<file path="config.mk">
export PLATFORM = sky130hd
export DESIGN_NAME = gps_code_nco_mc
export DESIGN_NICKNAME = d
export VERILOG_FILES = /design/src/rtl/gps_nco_pkg.sv /design/src/rtl/gps_code_nco_ch.sv /design/src/rtl/gps_code_nco_mc.sv
export SDC_FILE = /design/constraint.sdc
export NUM_CORES = 1
export LEC_CHECK = 0
export ABC_CLOCK_PERIOD_IN_PS = 3400
export BUFFER_PORTS_ARGS = -buffer_cell sky130_fd_sc_hd__clkbuf_2
export CAP_MARGIN = 20
export CORE_MARGIN = 2
export CORE_UTILIZATION = 35
export DETAILED_ROUTE_END_ITERATION = 8
export PLACE_DENSITY = 0.6
export REMOVE_ABC_BUFFERS = 1
export SKIP_LAST_GASP = 1
export SLEW_MARGIN = 0
export SYNTH_ARGS = -nofsm -noshare
export SYNTH_HDL_FRONTEND = slang
export SYNTH_HIERARCHICAL = 1
export SYNTH_SLANG_ARGS = --single-unit
</file>
<file path="constraint.sdc">
create_clock -name clkin -period 3.4 [get_ports clkin]
set_input_delay 0.17 -clock clkin [delete_from_list [all_inputs] [get_ports clkin]]
set_output_delay 0.17 -clock clkin [all_outputs]
set_load 0.03 [all_outputs]
</file>
<file path="src/rtl/gps_nco_pkg.sv">
// Shared constants and helpers for the GPS code-rate NCO family.
package gps_nco_pkg;

  localparam int unsigned FW_1023K_10M = 32'd439375154;
  localparam int unsigned FW_1023K_20M = 32'd219687577;
  localparam int unsigned GPS_CA_LEN   = 1023;

  function automatic int chip_idx_w(input int len);
    return (len > 1) ? $clog2(len) : 1;
  endfunction

endpackage

</file>
<file path="src/rtl/gps_code_nco_ch.sv">
// One code-rate NCO channel: phase accumulator, shadow/active frequency word, chip counter, strobes.
// Optional PHASE_OUT_EN adds a registered {chip_idx, acc[MSB-:16]} fractional code phase.
module gps_code_nco_ch
  import gps_nco_pkg::*;
#(
  parameter int               ACC_W    = 32,
  parameter int               CODE_LEN = GPS_CA_LEN,
  parameter logic [ACC_W-1:0] FW_INIT  = ACC_W'(FW_1023K_10M),
  localparam int              IW       = chip_idx_w(CODE_LEN)
) (
  input  logic             clkin,
  input  logic             rst,
  input  logic             wr_hit,
  input  logic [ACC_W-1:0] wr_data,
  input  logic             restart,
  output logic             clk_code,
  output logic             chip_en,
  output logic             epoch,
  output logic [IW-1:0]    chip_idx
`ifdef PHASE_OUT_EN
  ,
  output logic [IW+15:0]   code_phase
`endif
);

  localparam logic [IW-1:0] LAST_CHIP = IW'(CODE_LEN - 1);

  logic [ACC_W-1:0] acc;
  logic [ACC_W-1:0] fw_act;
  logic [ACC_W-1:0] fw_shd;
  logic [ACC_W:0]   sum;
  logic             carry;
  logic             commit;
  logic [ACC_W-1:0] acc_next;
  logic [IW-1:0]    idx_next;

  always_comb begin
    sum      = {1'b0, acc} + {1'b0, fw_act};
    carry    = sum[ACC_W];
    // restart suppresses both the carry and the epoch commit
    commit   = carry && (chip_idx == LAST_CHIP) && !restart;
    acc_next = restart ? '0 : sum[ACC_W-1:0];
    idx_next = chip_idx;
    if (restart) begin
      idx_next = '0;
    end else if (carry) begin
      idx_next = (chip_idx == LAST_CHIP) ? '0 : chip_idx + IW'(1);
    end
  end

  always_ff @(posedge clkin or posedge rst) begin
    if (rst) begin
      acc      <= '0;
      fw_act   <= FW_INIT;
      fw_shd   <= FW_INIT;
      chip_idx <= '0;
      chip_en  <= 1'b0;
      epoch    <= 1'b0;
      clk_code <= 1'b0;
    end else begin
      acc      <= acc_next;
      chip_idx <= idx_next;
      chip_en  <= carry && !restart;
      epoch    <= commit;
      clk_code <= acc_next[ACC_W-1];
      if (wr_hit) begin
        fw_shd <= wr_data;
      end
      // a same-cycle write beats the shadow copy; a stopped channel takes a write at once
      if (wr_hit && (commit || fw_act == '0)) begin
        fw_act <= wr_data;
      end else if (commit) begin
        fw_act <= fw_shd;
      end
    end
  end

`ifdef PHASE_OUT_EN
  logic [15:0] frac_next;

  if (ACC_W >= 16) begin : g_frac_wide
    assign frac_next = acc_next[ACC_W-1 -: 16];
  end else begin : g_frac_narrow
    assign frac_next = {acc_next, {(16 - ACC_W){1'b0}}};
  end

  always_ff @(posedge clkin or posedge rst) begin
    if (rst) begin
      code_phase <= '0;
    end else begin
      code_phase <= {idx_next, frac_next};
    end
  end
`endif

endmodule

</file>
<file path="src/rtl/gps_code_nco_mc.sv">
// Multi-channel GPS code-rate NCO: write-address decode plus one gps_code_nco_ch per channel.
// Optional PHASE_OUT_EN adds the packed code_phase output.
module gps_code_nco_mc
  import gps_nco_pkg::*;
#(
  parameter int               NUM_CH   = 4,
  parameter int               ACC_W    = 32,
  parameter int               CODE_LEN = GPS_CA_LEN,
  parameter logic [ACC_W-1:0] FW_INIT  = ACC_W'(FW_1023K_10M),
  localparam int              CH_W     = (NUM_CH > 1) ? $clog2(NUM_CH) : 1,
  localparam int              IW       = chip_idx_w(CODE_LEN)
) (
  input  logic                 clkin,
  input  logic                 rst,
  input  logic                 wr_en,
  input  logic [CH_W-1:0]      wr_ch,
  input  logic [ACC_W-1:0]     wr_data,
  input  logic [NUM_CH-1:0]    restart,
  output logic [NUM_CH-1:0]    clk_code,
  output logic [NUM_CH-1:0]    chip_en,
  output logic [NUM_CH-1:0]    epoch,
  output logic [NUM_CH*IW-1:0] chip_idx
`ifdef PHASE_OUT_EN
  ,
  output logic [NUM_CH*(IW+16)-1:0] code_phase
`endif
);

  // Channel numbers at or above NUM_CH match no SEL and are dropped here.
  for (genvar g = 0; g < NUM_CH; g++) begin : g_ch
    localparam logic [CH_W-1:0] SEL = CH_W'(g);
    logic wr_hit;

    assign wr_hit = wr_en && (wr_ch == SEL);

    gps_code_nco_ch #(
      .ACC_W    (ACC_W),
      .CODE_LEN (CODE_LEN),
      .FW_INIT  (FW_INIT)
    ) u_ch (
      .clkin      (clkin),
      .rst        (rst),
      .wr_hit     (wr_hit),
      .wr_data    (wr_data),
      .restart    (restart[g]),
      .clk_code   (clk_code[g]),
      .chip_en    (chip_en[g]),
      .epoch      (epoch[g]),
      .chip_idx   (chip_idx[g*IW +: IW])
`ifdef PHASE_OUT_EN
      ,
      .code_phase (code_phase[g*(IW+16) +: IW+16])
`endif
    );
  end

endmodule

</file>
Yosys cells after proc, flatten, opt, wreduce, memory -nomap -nowiden --
Cells that the tools add are included. W data, S select, Z words.
Storage, ports and cells: bits in registers 436, input bits 41, output and inout bits 52
Cells by class: add/sub/neg operators 8, equality and inequality tests 7, multiplexer cells 24, reductions and logical operators 41
Operator list (count):
- $mux W32 | 12
- $add A32 B32 Y33 | 4
- $logic_not A32 Y1 | 4
- $mux W10 | 12
- $add A10 B1 Y10 const B | 4
- $eq A10 B10 Y1 const B | 4
- $logic_and A1 B1 Y1 | 20
- $reduce_bool A2 Y1 | 8
- $eq A2 B2 Y1 const B | 2
- $logic_not A1 Y1 | 4
- $logic_or A1 B1 Y1 | 4
- $eq A2 B1 Y1 const B | 1
- $logic_not A2 Y1 | 1

Logic depth before layout (Yosys ltp) --
depth after elaboration 6, mapped depth 12, gate-level depth less buffers 11

By module --
Netlist, hierarchy kept.
By module, submodules not included:
- gps_code_nco_ch (g_ch[0].u_ch ...) | times used 2, cells each 568, area an instance 6054.6 µm², seq. area each 2732.6 µm²
- gps_code_nco_ch (g_ch[2].u_ch ...) | times used 2, cells each 635, area an instance 6012.0 µm², seq. area each 2732.6 µm²
- gps_code_nco_mc | times used 1, cells each 4, area an instance 37.5 µm², seq. area each 0.0 µm²

Worst setup path after synthesis --
No wires, ideal clock.
path kind register to register, start point register g_ch[2].u_ch.fw_act[1], end point register g_ch[2].u_ch.chip_idx[4], arrival time 2789 ps, required time 3322 ps, slack 533 ps, stages on the path, launching flop included 12, cell sequence dfstp_2 > inv_1 > fa_1 > and2b_1 > o31a_4 > o22ai_4 > o31ai_4 > a21oi_4 > a21o_1 > buf_6 > or4_1 > a21oi_1
On the way: longest elaborated chain between the ends 2
RTL lines:
- start: declaration | RTL line gps_code_nco_ch.sv:29 | logic [ACC_W-1:0] fw_act;
- start signal: assignment | RTL line gps_code_nco_ch.sv:71 | fw_act <= wr_data;
- start signal: assignment | RTL line gps_code_nco_ch.sv:73 | fw_act <= fw_shd;
- $add A32 B32 Y33 | RTL line gps_code_nco_ch.sv:38 | sum = {1'b0, acc} + {1'b0, fw_act};
- $reduce_bool A2 Y1 (no source line)
- end signal: assignment | RTL line gps_code_nco_ch.sv:62 | chip_idx <= idx_next;
- end: declaration | RTL line gps_code_nco_ch.sv:19 | output logic [IW-1:0] chip_idx
Every way passes these cells. A chain may end at the register's enable or synchronous reset.

Worst setup path in the final report --
start point register g_ch[0].u_ch.fw_act[1], end point register g_ch[0].u_ch.fw_act[9]
On the way: longest elaborated chain between the ends 6, elaborated cells on any way between the ends 8, classes of those cells add/sub: 1; mux: 1; reduce/logical: 6
RTL lines:
- start: declaration | RTL line gps_code_nco_ch.sv:29
- start signal: assignment | RTL line gps_code_nco_ch.sv:71
- start signal: assignment | RTL line gps_code_nco_ch.sv:73
- $add A32 B32 Y33 | RTL line gps_code_nco_ch.sv:38
- $logic_and A1 B1 Y1 (2 in series) | RTL line gps_code_nco_ch.sv:41 | commit = carry && (chip_idx == LAST_CHIP) && !restart;
- $logic_or A1 B1 Y1 | RTL line gps_code_nco_ch.sv:70 | if (wr_hit && (commit || fw_act == '0)) begin
- $logic_and A1 B1 Y1 | RTL line gps_code_nco_ch.sv:70
- $mux W32 / $reduce_bool A2 Y1 (equally long branches)
Parallel ways exist; a longest one is shown, timed or not.

==> flow_summary.json <==
{
  "clkPwrFrac_pct": 26.8,
  "crit_start": "g_ch[0].u_ch/fw_act[1]",
  "synth_cells": 2410,
  "initial_core_util_pct": 35.3,
  "required_ns": 3.92,
  "p_per_area_nw_per_um2": 772,
  "seqPwrFrac_pct": 38.0,
  "r2r_slack_ns": 0.21,
  "rsz0062_at_grt": "false",
  "period_needed_ns": 3.19,
  "end_kind": "flip-flop",
  "drc": 0,
  "die_area_sq_um": 71200,
  "p_sw_mw": 7.59,
  "rows": 96,
  "nFillCells": 6666,
  "die_w_microns": 267,
  "globalplace.congestion": 0.905,
  "cp-start-kind": "flip-flop",
  "grt_start_max_net_pins": 62,
  "grtUsageTotal_pct": 18.0,
  "root_buffer": "clkbuf_16",
  "synth_flop_cell": "dfrtp_1",
  "synth_edf_count": 0,
  "tritoncts": "done",
  "place_inst": 3314,
  "maxCapViolations": 0,
  "cts_made_buffers": 48,
  "synth_cell_type_count": 79,
  "max_freq_mhz": 314,
  "slew_headroom_pct": 36.4,
  "worst_slew_pin_slew_ns": 0.954,
  "clk_pin_slew_ns": 0.06,
  "synth-seq-cells": 432,
  "clock_path_buffers": 3,
  "io_pins": 93,
  "vias_per_cell": 5.54,
  "nets": 2677,
  "swShare_pct": 35.9,
  "async_flop_share_pct": 100,
  "cts.sinks": 432,
  "finalCritPeriodShare_pct": 93.7,
  "cp.arrival_ns": 3.70,
  "critical_path.reg2reg.startpoint": "g_ch[0].u_ch/fw_act[1]",
  "combPwrFrac_pct": 35.3,
  "setup_violations": 0,
  "instances_no_fill": 3417,
  "hp-start": "wr_data[17]",
  "yosysSeqAreaShare_pct": 45.2,
  "setup-tns-final_ns": 0,
  "ir_drop_uv": 411,
  "synth_area_sq_um": 24200,
  "dr.pass1.iters": 6,
  "hpwlAfterDp_microns": 44700,
  "antenna_cells": 0,
  "hold_viol": 0,
  "drive_above_1_share_pct": 17.6,
  "status": "finished clean",
  "antenna_found_initial": 0,
  "crit_fanout": 28,
  "insertion_delay_ns": 0.59,
  "ant_nets": 0,
  "finalClockSkew_ns": 0.0176,
  "first_iter_violations": 1553,
  "fp.dieH_microns": 267,
  "wire_per_inst_microns": 18.8,
  "cts_htree_levels": 2,
  "wl_microns": 64200,
  "syn_area_per_cell_sq_um": 10.0,
  "critical_path_class": "flip-flop to flip-flop",
  "min_path_type": "input port to flip-flop",
  "synth-warning-count": 6,
  "power_mw": 21.2,
  "area_growth_pct": 13.4,
  "grt_first_pass_wirelength_microns": 103000,
  "port_buffers": 92,
  "grt-ovfl-total": 0,
  "report.final.slew_viol_count": 0,
  "vias": 18900,
  "grt_pass1_vias": 18500,
  "core_area_sq_um": 68500,
  "p_leak_nw": 12.4,
  "p_int_mw": 13.6
}
## cells in the mapped netlist (34+ instances only)
| master | number | area (sq um) |
|---|---|---|
| ha_1 | 136 | 1700 |
| xnor2_1 | 46 | 403 |
| a21o_1 | 56 | 420 |
| nor2_1 | 178 | 668 |
| nand2_1 | 276 | 1040 |
| dfrtp_1 | 336 | 8410 |
| nor4_1 | 34 | 213 |
| o21ai_0 | 88 | 440 |
| nand3_1 | 56 | 280 |
| xor2_1 | 38 | 333 |
| a21oi_1 | 140 | 701 |
| inv_1 | 52 | 195 |
| nor3_1 | 38 | 190 |
| mux2_2 | 82 | 923 |
| and2_1 | 80 | 500 |
| a221o_1 | 68 | 681 |
| o221ai_1 | 58 | 508 |
| nand2b_1 | 62 | 388 |
| dfstp_2 | 96 | 2520 |
| clkbuf_1 | 60 | 225 |
## logic make-up after synthesis
family	count (synthesis)	synth area share, %
AO/OA/AOI/OAI	596	18.3
XOR/XNOR	84	3.04
adder cells (fa/ha/maj)	140	7.37
AND/OR/NAND/NOR	914	19.2
flip-flops	432	45.2
buffers and inverters	160	2.96
multiplexers	84	3.90
## through the flow
stage / instance area, sq um / setup WS [ns] / hold WS [ns] / utilization, %
after floorplan: 23700 / 0.271 / 0.233 / -
after global placement: 25500 / 0.286 / 0.463 / 37.3
after detailed placement: 25500 / 0.161 / 0.472 / 37.3
after CTS: 27400 / 0.154 / 0.00141 / 40.0
after global routing: 27400 / 0.0227 / 0.0146 / 40.0
final: 27400 / 0.214 / 0.0268 / 40.0
## layout make-up
type / count / area, sq um / area share (%)
Clock buffer: 61 / 1320 / 4.82
Inverter: 52 / 205 / 0.749
Tap cell: 882 / 1100 / 4.03
Multi-Input combinational cell: 1818 / 12500 / 45.8
Timing Repair Buffer: 144 / 911 / 3.32
Clock inverter: 28 / 394 / 1.44
Sequential cell: 432 / 10900 / 39.9
## power by group through the flow
stage          Sequential [mW]  Clock [mW]  Combinational [mW]
2_1_floorplan             7.60           0                5.85
3_3_place_gp              8.09           0                7.18
3_5_place_dp              8.11           0                7.38
4_1_cts                   8.05        5.84                7.43
5_1_grt                   8.20        6.05                8.39
6_report                  8.04        5.67                7.46
## routing by layer
layer	part of all wire (%)	GRT usage, %	vias to the layer above	wire (microns)
li1	-	-	8987	-
met1	46	24.9	9468	29600
met2	47	29.7	397	30500
met3	4.4	2.36	73	2840
met4	2.0	4.83	0	1270
met5	0	0	-	0
## cells in the final DEF, fill, tap and decap left out, types with 68 or more instances in the layout
cell,n
o21ai_0,88
and2_1,80
clkbuf_2,92
dfstp_2,96
dfrtp_1,336
ha_1,136
nand2_1,276
nor2_1,178
mux2_2,82
a221o_1,68
a21oi_1,140
## registers in the layout, summed over array words and instances (netlist names)
register / count
g_ch.u_ch/acc: 128
g_ch.u_ch/chip_en: 4
g_ch.u_ch/chip_idx: 40
g_ch.u_ch/epoch: 4
g_ch.u_ch/fw_act: 128
g_ch.u_ch/fw_shd: 128
## critical path: stages (launching register included)
cell       delay (ns)
dfstp_2          0.56
inv_1            0.06
fa_1             0.40
and2b_1          0.23
o2111ai_1        0.14
a211o_1          0.40
a21oi_4          0.24
a32oi_4          0.11
a21boi_4         0.68
a221o_1          0.27
## path summary, 6_finish.rpt
| path | to | depth (start not counted) |
|---|---|---|
| setup / recovery | g_ch[0].u_ch/fw_act[9] | 9 |
| hold / removal | g_ch[3].u_ch/fw_shd[17] | 3 |
| setup reg to reg | g_ch[0].u_ch/fw_act[9] | 9 |
| hold reg to reg | g_ch[3].u_ch/fw_shd[18] | 2 |
| max in group asynchronous | g_ch[1].u_ch/fw_act[5] | 4 |
| min in group asynchronous | g_ch[1].u_ch/fw_shd[6] | 3 |
## repair_timing
item                                    4_1_cts  5_1_grt
buffers inserted                              0        0
endpoints found under the setup margin        0        3
endpoints found under the hold margin       205        0
resized for setup                             0        2
hold buffers                                 14        0
Note: power is estimated with default switching activity, not from simulation.
